--- config.mk ---
export PLATFORM = sky130hd
export DESIGN_NAME = mem_responder
export DESIGN_NICKNAME = d
export VERILOG_FILES = /design/src/rtl/mem_responder.sv
export SDC_FILE = /design/constraint.sdc
export NUM_CORES = 1
export LEC_CHECK = 0
export ABC_AREA = 1
export CAP_MARGIN = 5
export CELL_PAD_IN_SITES_DETAIL_PLACEMENT = 1
export CELL_PAD_IN_SITES_GLOBAL_PLACEMENT = 2
export CORE_MARGIN = 5
export CORE_UTILIZATION = 32
export CTS_BUF_LIST = sky130_fd_sc_hd__clkbuf_4 sky130_fd_sc_hd__clkbuf_8
export CTS_CLUSTER_SIZE = 20
export DETAILED_ROUTE_END_ITERATION = 6
export GPL_TIMING_DRIVEN = 0
export PLACE_DENSITY = 0.95
export RECOVER_POWER = 25
export SYNTH_ARGS = -nofsm -noshare
export SYNTH_HDL_FRONTEND = slang
export SYNTH_SLANG_ARGS = --single-unit
export TNS_END_PERCENT = 100
--- constraint.sdc ---
create_clock -name clk -period 3.9 [get_ports clk]
set_input_delay 1.17 -clock clk [delete_from_list [all_inputs] [get_ports clk]]
set_output_delay 1.17 -clock clk [all_outputs]
set_load 0.01 [all_outputs]
--- src/rtl/mem_responder.sv ---
// Serves 16-byte line read/write requests from a core as four 32-bit beats on a
// single-port synchronous SRAM, after a fixed MEM_LATENCY wait.
module mem_responder #(
    parameter int unsigned MEM_LATENCY = 2
) (
    input  logic         clk,
    input  logic         rst,
    input  logic         is_mem_req,
    input  logic         is_memory_we,
    input  logic [19:0]  mem_addr_out,
    input  logic [127:0] mem_data_out,
    input  logic         is_mem_req_reset,
    output logic [127:0] data_from_mem,
    output logic         is_mem_ready,
    output logic         sram_en,
    output logic         sram_we,
    output logic [17:0]  sram_addr,
    output logic [31:0]  sram_wdata,
    input  logic [31:0]  sram_rdata,
    output logic         busy
);
    typedef enum logic [1:0] {IDLE, WAIT, XFER, DONE} state_t;

    localparam logic [3:0] WAIT_LAST = 4'((MEM_LATENCY == 0) ? 0 : MEM_LATENCY - 1);

    state_t         state_q, state_d;
    logic           armed_q, armed_d;
    logic           we_q, we_d;
    logic [15:0]    line_q, line_d;
    logic [127:0]   wdata_q, wdata_d;
    logic [3:0]     wait_cnt_q, wait_cnt_d;
    logic [2:0]     beat_q, beat_d;
    logic           ready_q, ready_d;
    logic [127:0]   data_q, data_d;
    logic           sram_en_q, sram_en_d;
    logic           sram_we_q, sram_we_d;
    logic [17:0]    sram_addr_q, sram_addr_d;
    logic [31:0]    sram_wdata_q, sram_wdata_d;
    logic           busy_q, busy_d;
    logic           rd_pend_q, rd_pend_d;
    logic [1:0]     rd_idx_q, rd_idx_d;
    logic           issue;

    logic unused_addr_bits;
    assign unused_addr_bits = ^mem_addr_out[3:0];

    always_comb begin
        state_d      = state_q;
        armed_d      = armed_q;
        we_d         = we_q;
        line_d       = line_q;
        wdata_d      = wdata_q;
        wait_cnt_d   = wait_cnt_q;
        beat_d       = beat_q;
        ready_d      = 1'b0;
        data_d       = data_q;
        sram_en_d    = 1'b0;
        sram_we_d    = 1'b0;
        sram_addr_d  = sram_addr_q;
        sram_wdata_d = sram_wdata_q;
        issue        = 1'b0;
        // The SRAM returns read data one cycle after the strobe, so track the beat in flight.
        rd_pend_d    = sram_en_q & ~sram_we_q;
        rd_idx_d     = sram_addr_q[1:0];

        if (rd_pend_q) begin
            data_d[{rd_idx_q, 5'b0} +: 32] = sram_rdata;
        end
        if (!is_mem_req) begin
            armed_d = 1'b1;
        end

        case (state_q)
            IDLE: begin
                if (is_mem_req && armed_q) begin
                    armed_d    = 1'b0;
                    we_d       = is_memory_we;
                    line_d     = mem_addr_out[19:4];
                    wdata_d    = mem_data_out;
                    wait_cnt_d = 4'd0;
                    beat_d     = 3'd0;
                    if (MEM_LATENCY == 0) begin
                        state_d = XFER;
                        issue   = 1'b1;
                    end else begin
                        state_d = WAIT;
                    end
                end
            end
            WAIT: begin
                if (wait_cnt_q == WAIT_LAST) begin
                    state_d    = XFER;
                    wait_cnt_d = 4'd0;
                    beat_d     = 3'd0;
                    issue      = 1'b1;
                end else begin
                    wait_cnt_d = wait_cnt_q + 4'd1;
                end
            end
            XFER: begin
                if (beat_q < 3'd3) begin
                    beat_d = beat_q + 3'd1;
                    issue  = 1'b1;
                end else if (beat_q == 3'd3 && !we_q) begin
                    beat_d = 3'd4;  // drain cycle for the last read beat
                end else begin
                    state_d = DONE;
                    beat_d  = 3'd0;
                    ready_d = 1'b1;
                end
            end
            default: begin
                state_d = IDLE;
            end
        endcase

        if (issue) begin
            sram_en_d    = 1'b1;
            sram_we_d    = we_d;
            sram_addr_d  = {line_d, beat_d[1:0]};
            sram_wdata_d = wdata_d[{beat_d[1:0], 5'b0} +: 32];
        end

        if (is_mem_req_reset) begin
            state_d      = IDLE;
            armed_d      = 1'b1;
            wait_cnt_d   = 4'd0;
            beat_d       = 3'd0;
            ready_d      = 1'b0;
            sram_en_d    = 1'b0;
            sram_we_d    = 1'b0;
            sram_addr_d  = sram_addr_q;
            sram_wdata_d = sram_wdata_q;
        end

        busy_d = (state_d != IDLE);
    end

    always_ff @(posedge clk or negedge rst) begin
        if (!rst) begin
            state_q      <= IDLE;
            armed_q      <= 1'b1;
            we_q         <= 1'b0;
            line_q       <= '0;
            wdata_q      <= '0;
            wait_cnt_q   <= '0;
            beat_q       <= '0;
            ready_q      <= 1'b0;
            data_q       <= '0;
            sram_en_q    <= 1'b0;
            sram_we_q    <= 1'b0;
            sram_addr_q  <= '0;
            sram_wdata_q <= '0;
            busy_q       <= 1'b0;
            rd_pend_q    <= 1'b0;
            rd_idx_q     <= '0;
        end else begin
            state_q      <= state_d;
            armed_q      <= armed_d;
            we_q         <= we_d;
            line_q       <= line_d;
            wdata_q      <= wdata_d;
            wait_cnt_q   <= wait_cnt_d;
            beat_q       <= beat_d;
            ready_q      <= ready_d;
            data_q       <= data_d;
            sram_en_q    <= sram_en_d;
            sram_we_q    <= sram_we_d;
            sram_addr_q  <= sram_addr_d;
            sram_wdata_q <= sram_wdata_d;
            busy_q       <= busy_d;
            rd_pend_q    <= rd_pend_d;
            rd_idx_q     <= rd_idx_d;
        end
    end

    assign data_from_mem = data_q;
    assign is_mem_ready  = ready_q;
    assign sram_en       = sram_en_q;
    assign sram_we       = sram_we_q;
    assign sram_addr     = sram_addr_q;
    assign sram_wdata    = sram_wdata_q;
    assign busy          = busy_q;
endmodule

==> results of run 1 <==
[cell type report]
cell class | instances | area share
clock inverters | 11 | 0.00561
repair buffers | 364 | 0.182
inverters | 223 | 0.0412
well taps | 600 | 0.0370
multi-input cells | 1061 | 0.234
plain buffers | 89 | 0.0211
clock buffers | 95 | 0.0595
diodes | 2 | 0.000246
flip-flops and latches | 340 | 0.419
[cell usage after synthesis]
cell	number	share of area
a21boi_1	1	0.00052
a21oi_1	4	0.0014
a21oi_2	1	0.00060
and2_1	1	0.00043
buf_1	1	0.00026
buf_2	29	0.010
buf_4	15	0.0078
clkbuf_1	43	0.011
clkbuf_2	1	0.00034
clkinv_1	1	0.00026
dfrtp_1	339	0.58
dfstp_2	1	0.0018
ha_1	13	0.011
inv_1	220	0.057
inv_2	2	0.00052
nand2_1	583	0.15
nand2_2	1	0.00043
nand3_1	133	0.046
nand3_2	1	0.00069
nand4_1	5	0.0022
nor2_1	16	0.0041
nor2_2	1	0.00043
nor3_1	1	0.00034
o21ai_0	235	0.081
o21ai_1	10	0.0034
o21bai_1	1	0.00052
o221ai_1	1	0.00060
o22ai_1	1	0.00043
or2_1	7	0.0030
or2_2	44	0.019
or4_1	1	0.00052
[state kept, by name, summed over array words and instances (netlist names)]
name / count
line_q: 16
sram_en: 1
sram_we: 1
we_q: 1
data_from_mem: 128
wait_cnt_q: 4
busy: 1
rd_idx_q: 2
wdata_q: 128
armed_q: 1
rd_pend_q: 1
state_q: 2
sram_wdata: 32
is_mem_ready: 1
beat_q: 3
sram_addr: 18
[layer usage]
metal  vias to the layer above  track usage  routed length (µm)  share of wire
li1                       6187            -                   -              -
met1                      6485        0.263               22500           0.42
met2                       385        0.353               25300           0.48
met3                        89       0.0562                3810          0.072
met4                        12       0.0613                1330          0.025
met5                         -            0                  80         0.0015
[through the flow]
step / setup WS [ps] / hold slack (ps)
2_1_floorplan: 1560 / 435
5_1_grt: 892 / 458
6_report: 984 / 468
3_5_place_dp: 524 / 465
4_1_cts: 901 / 425
3_3_place_gp: -13420 / 457
[power by group]
part / total [mW] / switching [mW] / leakage (nW) / internal, mW
registers: 4.53 / 0.307 / 3.70 / 4.23
clock network: 3.59 / 1.51 / 0.698 / 2.08
logic: 2.64 / 1.46 / 5.53 / 1.18
[logic make-up after synthesis]
family	after synthesis	synth area share
AND/OR/NAND/NOR	794	0.228
flip-flops	340	0.586
buffers and inverters	312	0.0871
AO/OA/AOI/OAI	254	0.0885
adder cells (fa/ha/maj)	13	0.0112
[worst min path at each step]
stage / slack (ps) / start / end / cells past startpoint
after global routing: 460 / rst / wdata_q[13] / 1
final: 470 / rst / wdata_q[6] / 1
after global placement: 460 / sram_addr[1] / rd_idx_q[1] / 0
after detailed placement: 460 / line_q[4] / line_q[4] / 2
after CTS: 420 / rst / wdata_q[13] / 1
after floorplan: 430 / sram_addr[0] / rd_idx_q[0] / 0
==> results by group, run 1 <==
Run status
  – Status: finished clean

Finish
  – Design Area, Final: about 0.02 mm²
  – Finished Core Util: 0.449
  – Most frequent cells in the layout: 583 x nand2_1, 359 x clkdlybuf4s50_1, 339 x dfrtp_1
  – Post-Layout Cell Count: around 2800
  – Nets: about 2300
  – Area Growth Syn to Fin: 39.8%
  – Fillcell total: around 5400
  – Area of the multi-input gates: 0.00475 mm²
  – Seq. cell area: approximately 0.0085 mm²
  – Commonest non-fill, non-tap cell in the layout: nand2_1
  – Layout cells sized above 1: 0.0939

Worst setup path
  – Crit. Startpoint: sram_addr[0]
  – Critical Path, Cell by Cell: clkdlybuf4s50_1
  – Number of cells on the critical path: 1
  – Crit Reg-Reg Endpoint: data_from_mem[21]
  – Worst Setup EP: sram_addr[0]
  – Crit-path max FO: 3
  – R2r setup slk: about 1100 ps
  – Arr. time, crit path: about 1800 ps
  – CP Capture Type: output port
  – R2R cell count: 6
  – Crit-path max cell delay: 660 ps
  – Slowest CP cell: clkdlybuf4s50_1
  – Data required time of the critical path: between 2000 and 3000 ps
  – Worst Path Buf+Inv: 1
  – Delay-heaviest family, CP: buffers and inverters
  – Worst Setup Start Kind: flop
  – CP Class: flop to output port
  – Worst reg2reg startpoint: rd_idx_q[0]

Timing
  – Fin Setup TNS: 0 ps
  – Final min period: approximately 3000 ps
  – Final Hold Fails: 0
  – Slew Limit Fails: 0
  – Slew HR: 0.568
  – Unrepaired setup endpoints after global routing: false
  – Fin crit share: 0.748
  – Clock skew: between 20 and 30 ps
  – Fmax: around 0.34 GHz
  – Least-Margin Pin Slew: 646 ps
  – Finish-stage setup viols: 0

Routing
  – Remaining DRCs: 0
  – Final antenna-violating net count: 0
  – TritonRoute pass-1 iters: 5
  – Total Wirelength: approximately 53 mm
  – DR vias: approximately 13000
  – Drt wl/cell: ~19 µm
  – Vias/cell: ~4.7
  – DR iter-0 viols: slightly above 600

Die
  – Initial Util: 0.322
  – Row cnt: 78
  – Die area: between 0.04 and 0.05 mm²
  – # IOs: approximately 370
  – Core Area: roughly 0.045 mm²
  – Chip Width: approximately 220 µm
  – Die Ht: 223 µm

CTS
  – Clk sink count: 340
  – CTS root buffer: clkbuf_8
  – Hold bufs inserted after CTS: 0
  – H-tree lvl count: 2
  – CTS tree: done
  – Clock Path Buffers: 3
  – Clk_lat worst skew: roughly 650 ps
  – Total CTS buffers: between 50 and 60
  – Worst-path clk slew: about 60 ps
  – # resized after CTS: 0
  – Postcts setup bufs: 0

Min path
  – Worst hold path type: input pin to asynchronous set/reset pin

GRT
  – Vias in the first global route: 14500
  – Antenna violations before repair: 8
  – Pin count of the biggest net entering global routing: around 120
  – Total grt overflow: 0
  – GR Util All Layers: 0.209
  – First-pass GRT wire length: 82.8 mm

Placed design
  – Area post-placement: between 0.015 and 0.02 mm²
  – Gpl congestion: 0.845
  – Hpwl dp: about 40 mm
  – Count of input and output buffers: approximately 360
  – # placed instances: between 2000 and 3000

Synth
  – Sequential area share after synthesis: 0.586
  – Library cells used by synthesis: 31
  – #FFs+latches synth: 340
  – Mapped Cells: ~1700
  – Net Count, Synth: ~1900
  – Avg Inst Size Synth: 8.48 µm²
  – Post-Syn Area: approximately 0.015 mm²
  – Total of warnings raised by yosys: 0

Power and ir drop
  – Lkg Pwr: between 9 and 10 nW
  – Total power: roughly 11 mW
  – VDD IR max: roughly 350 µV
  – PD cells: 530 mW/mm²

Job
  – Max-cap violation count: 0
Power figures use the tool's default switching activity.
==> run 2, diff against run 1 <==
CORE_UTILIZATION = 27   (was 32)
PLACE_DENSITY = 0.86   (was 0.95)
clock period = 2.6 ns   (was 3.9 ns; I/O delays follow)
==> run 2 against run 1 <==
Compared with the run above: critical path depth did not move; final area rose by 0.55%; first-iteration DRC count fell by 3.4%; register-to-register slack got worse by 860 ps; critical endpoint is now data_from_mem[3].
==> results by group, run 2 (synthesis gave the netlist of run 1 again) <==
Worst setup path
  – Crit Reg-Reg Endpoint: sram_wdata[13]
  – Worst Path Buf+Inv: 1 (unchanged)
  – CP Capture Type: output port
  – Crit-path max cell delay: 610 ps (-50 ps)
  – Critical Path, Cell by Cell: clkdlybuf4s50_1
  – R2r setup slk: 220 ps (-860 ps)
  – Arr. time, crit path: 1660 ps (-90 ps)
  – CP Class: flop to output port
  – Crit-path max FO: 2 (-1)
  – Data required time of the critical path: 1820 ps (-910 ps)
  – R2R cell count: 10 (+4)
  – Crit. Startpoint: data_from_mem[3]
  – Worst Setup Start Kind: flop
  – Worst Setup EP: data_from_mem[3]
  – Worst reg2reg startpoint: state_q[0]
  – Number of cells on the critical path: 1 (unchanged)
  – Delay-heaviest family, CP: buffers and inverters
  – Slowest CP cell: clkdlybuf4s50_1

Timing
  – Fin Setup TNS: 0 ps (unchanged)
  – Least-Margin Pin Slew: 1260 ps (+617 ps)
  – Clock skew: 35.7 ps (+8.33 ps)
  – Slew HR: 0.158 (-0.410)
  – Unrepaired setup endpoints after global routing: false
  – Final Hold Fails: 0 (unchanged)
  – Finish-stage setup viols: 0 (unchanged)
  – Fmax: 0.410 GHz
  – Fin crit share: 0.938
  – Slew Limit Fails: 0 (unchanged)
  – Final min period: ~2400 ps

Die
  – Initial Util: 0.271 (-0.0505)
  – Row cnt: 85 (+9.0%)
  – Core Area: 0.0536 mm² (+19%)
  – Die Ht: 242 µm (+8.5%)
  – Die area: 0.0585 mm² (+18%)
  – # IOs: 367 (unchanged)
  – Chip Width: 242 µm (+8.5%)

Routing
  – Total Wirelength: 54.3 mm (+2.4%)
  – DR iter-0 viols: 597 (-3.4%)
  – Remaining DRCs: 0 (unchanged)
  – DR vias: 13100 (-0.30%)
  – Vias/cell: 4.55 (-3.7%)
  – TritonRoute pass-1 iters: 5 (unchanged)
  – Final antenna-violating net count: 0 (unchanged)
  – Drt wl/cell: 18.8 µm (-1.0%)

GRT
  – Antenna violations before repair: 6 (-2)
  – Total grt overflow: 0 (unchanged)
  – Vias in the first global route: 14400 (-1.2%)
  – Pin count of the biggest net entering global routing: 120 (+1.7%)
  – GR Util All Layers: 0.181 (-0.0277)
  – First-pass GRT wire length: 84.7 mm (+2.3%)

CTS
  – H-tree lvl count: 2 (unchanged)
  – Total CTS buffers: 60 (+3.4%)
  – CTS tree: done
  – Clock Path Buffers: 3 (unchanged)
  – Clk_lat worst skew: 670 ps (+20 ps)
  – Clk sink count: 340 (unchanged)
  – Worst-path clk slew: 60 ps (about the same)
  – CTS root buffer: clkbuf_8

Finish
  – Seq. cell area: 0.00851 mm² (unchanged)
  – Commonest non-fill, non-tap cell in the layout: nand2_1
  – Area of the multi-input gates: 0.00478 mm² (+0.55%)
  – Most frequent cells in the layout: 583 x nand2_1, 358 x clkdlybuf4s50_1, 339 x dfrtp_1
  – Fillcell total: 6299 (+18%)
  – Layout cells sized above 1: 0.0972 (+0.00325)
  – Nets: 2340 (+0.21%)
  – Area Growth Syn to Fin: 40.5%

Power and ir drop
  – Lkg Pwr: 9.94 nW (+0.13%)
  – VDD IR max: 399 µV (+15%)
  – Total power: 15.9 mW (+48%)
  – PD cells: 780 mW/mm² (+47%)

Run status
  – Status: finished clean

Min path
  – Worst hold path type: input pin to flop

Placed design
  – Hpwl dp: 41.3 mm (+3.5%)
  – Count of input and output buffers: 361 (unchanged)
  – Gpl congestion: 0.855 (+1.2%)

Job
  – Max-cap violation count: 0 (unchanged)
[run 2: timing repair]
| item | CTS | global route |
|---|---|---|
| hold buffers | 1 | 0 |
| gates resized for setup | 3 | 14 |
| setup endpoints to repair | 34 | 35 |
| hold endpoints to repair | 35 | 0 |
| buffers inserted | 0 | 2 |
[run 2: how the worst min path moves through the flow]
stage | startpoint | endpoint | slack, ps | depth (start not counted)
finish | is_mem_req_reset | state_q[1] | 380 | 2
global placement | line_q[15] | line_q[15] | 460 | 2
floorplan | sram_addr[0] | rd_idx_q[0] | 430 | 0
global route | is_mem_req_reset | beat_q[0] | 360 | 2
CTS | is_mem_req_reset | state_q[1] | 320 | 2
detailed placement | wdata_q[91] | wdata_q[91] | 460 | 2
[run 2: final cells by class]
class | instances | area share
diodes | 4 | 0.000490
inverters | 223 | 0.0412
clock buffers | 92 | 0.0562
plain buffers | 89 | 0.0214
repair buffers | 367 | 0.182
clock inverters | 10 | 0.00509
well taps | 696 | 0.0427
flip-flops and latches | 340 | 0.417
multi-input cells | 1061 | 0.234
[run 2: metrics by stage]
stage / worst slack [ps] / instances / util / hold slack, ps / instance area [µm²]
after floorplan: 527 / 1713 / - / 435 / 14500
after CTS: 6.94 / 2876 / 0.380 / 316 / 20400
final: 161 / 2882 / 0.381 / 385 / 20400
after global routing: 18.2 / 2878 / 0.381 / 360 / 20400
after global placement: -14470 / 2770 / 0.355 / 459 / 19000
after detailed placement: -457 / 2773 / 0.356 / 465 / 19100
[run 2: per-layer routing]
layer	vias up	part of all wire	GRT usage
li1	6187	-	-
met1	6518	0.43	0.226
met2	329	0.49	0.314
met3	78	0.059	0.0461
met4	6	0.022	0.0475
met5	-	0.00074	0
[run 2: power breakdown]
part,internal (mW),switching [mW]
combinational,1.78,2.17
clock,2.90,2.28
sequential,6.34,0.450
==> run 3, diff against run 2 <==
CORE_MARGIN = 2   (was 5)
CTS_CLUSTER_DIAMETER = 40   (was unset)
==> run 3 against run 2 <==
Compared with the run above: register-to-register slack worse by 60 ps; sequential power about the same; critical path depth unchanged; sequential share of layout area down 0.18 points; utilization up 0.24 points; combinational power about the same; sequential cell count unchanged; final cell count up 0.17%; the run now ends with capacitance limit, slew limit left; non-clock buffer count down 4.
==> results by group, run 3 (synthesis gave the netlist of run 1 again) <==
Run status
  – Status: finished with violations
  – Failing checks: capacitance limit, slew limit

Finish
  – Most frequent cells in the layout: 583 x nand2_1, 359 x clkdlybuf4s50_1, 338 x dfrtp_1
  – Commonest non-fill, non-tap cell in the layout: nand2_1
  – Area Growth Syn to Fin: 41.2%
  – Nets: 2337 (-0.13%)
  – Fillcell total: 6297 (-0.032%)
  – Design Area, Final: 0.0205 mm² (+0.44%)
  – Post-Layout Cell Count: 2887 (+0.17%)
  – Layout cells sized above 1: 0.0987 (+0.00152)

Placed design
  – Hpwl dp: 39.7 mm (-3.8%)
  – Area post-placement: 0.0191 mm² (unchanged)
  – # placed instances: 2773 (unchanged)
  – Count of input and output buffers: 361 (unchanged)
  – DP Worst Slack: -451 ps (+5.98 ps)
  – Gpl congestion: 0.863 (+0.91%)

Worst setup path
  – Worst Setup Start Kind: flop
  – Crit-path max cell delay: 640 ps (+30 ps)
  – Crit-path max FO: 3 (+1)
  – Critical Path, Cell by Cell: clkdlybuf4s50_1
  – Slowest CP cell: clkdlybuf4s50_1
  – Delay-heaviest family, CP: buffers and inverters
  – CP Capture Type: output port
  – CP Class: flop to output port
  – Arr. time, crit path: 1730 ps (+70 ps)
  – Data required time of the critical path: 1820 ps (about the same)
  – Worst Path Buf+Inv: 1 (unchanged)

CTS
  – Clock Path Buffers: 3 (unchanged)
  – Worst-path clk slew: 60 ps (about the same)
  – CTS root buffer: clkbuf_8
  – Total CTS buffers: 61 (+1.7%)
  – Postcts setup bufs: 0 (unchanged)
  – CTS tree: done
  – Clk sink count: 340 (unchanged)
  – Clk_lat worst skew: 670 ps (about the same)
  – H-tree lvl count: 2 (unchanged)
  – Hold bufs inserted after CTS: 0 (-1)

Timing
  – Clock skew: 42.8 ps (+7.18 ps)
  – Final min period: 2510 ps (+69.3 ps)
  – Least-Margin Pin Slew: 1520 ps (+253 ps)
  – Fin crit share: 0.965 (+0.0267)
  – Finish-stage setup viols: 0 (unchanged)
  – Unrepaired setup endpoints after global routing: false
  – Final Hold Fails: 0 (unchanged)
  – Fmax: 0.399 GHz (-2.8%)
  – Post-route setup slack: 91.3 ps (-69.3 ps)
  – Fin Setup TNS: 0 ps (unchanged)
  – Slew HR: -0.0109 (-0.169)
  – Slew Limit Fails: 53 (+53)

Routing
  – Remaining DRCs: 0 (unchanged)
  – TritonRoute pass-1 iters: 5 (unchanged)
  – Final antenna-violating net count: 0 (unchanged)
  – Vias/cell: 4.57 (+0.43%)
  – DR vias: 13200 (+0.60%)
  – Drt wl/cell: 18.3 µm (-3.0%)
  – Total Wirelength: 52.7 mm (-2.8%)
  – DR iter-0 viols: 608 (+1.8%)

Die
  – Initial Util: 0.272 (+0.000539)
  – Core Area: 0.0535 mm² (-0.20%)
  – # IOs: 367 (unchanged)
  – Die Ht: 236 µm (-2.5%)
  – Die area: 0.0557 mm² (-4.9%)
  – Row cnt: 85 (unchanged)
  – Chip Width: 236 µm (-2.5%)

Power and ir drop
  – PD cells: 802 mW/mm² (+2.9%)
  – VDD IR max: 423 µV (+6.0%)
  – Lkg Pwr: 9.92 nW (-0.24%)

Job
  – Max-cap violation count: 1 (+1)

GRT
  – Pin count of the biggest net entering global routing: 118 (-1.7%)
  – Antenna violations before repair: 11 (+5)
  – GR Util All Layers: 0.189 (+0.00822)
  – First-pass GRT wire length: 82.4 mm (-2.7%)
  – Total grt overflow: 0 (unchanged)
  – Vias in the first global route: 14300 (-0.55%)

Min path
  – Worst hold path type: input pin to flop
run 3: area by class of cell:
cell class	instances	area, µm²	share of cell area
plain buffers	88	425	0.0207
clock inverters	46	512	0.0250
inverters	223	837	0.0408
multi-input cells	1061	4760	0.232
diodes	2	5.00	0.000244
well taps	696	871	0.0425
repair buffers	364	3670	0.179
flip-flops and latches	340	8510	0.415
clock buffers	67	910	0.0444
run 3: worst register-to-register path: stages (launching register included):
cell,delay [ps]
dfrtp_2,510
inv_1,150
ha_1,380
or4_1,670
clkbuf_1,310
o21ai_0,340
run 3: through the flow:
step | util | hold slack, ps | power, mW
after floorplan | - | 435 | 8.74
after global placement | 0.355 | 460 | 10.7
after detailed placement | 0.357 | 463 | 10.8
after CTS | 0.384 | 6.30 | 16.7
after global routing | 0.383 | 356 | 17.4
final | 0.383 | 389 | 16.5
run 3: layer usage:
metal	vias up	GRT usage	share of wire
li1	6189	-	-
met5	-	0	0.0016
met1	6538	0.233	0.43
met3	104	0.0473	0.061
met4	12	0.0689	0.030
met2	354	0.321	0.48
run 3: worst paths after layout:
path,from,endpoint,slack (ps),cells after the start
worst min register to register,sram_we,rd_pend_q,470,1
worst max register to register,rd_idx_q[0],data_from_mem[17],160,5
max in group asynchronous,rst,wdata_q[121],470,2
worst min-delay path,is_mem_req_reset,state_q[1],390,2
min in group asynchronous,rst,data_from_mem[125],490,1
worst max-delay path,sram_addr[1],sram_addr[1],90,1
run 3: where the power goes:
group | internal [mW] | switching (mW) | leakage (nW)
Combinational | 1.77 | 2.15 | 5.52
Sequential | 6.33 | 0.450 | 3.70
Clock | 2.96 | 2.79 | 0.694
run 3: what timing repair did:
| item | in CTS | in global routing |
|---|---|---|
| gates cloned | 0 | 0 |
| gates resized for setup | 2 | 7 |
| endpoints found under the setup margin | 31 | 12 |
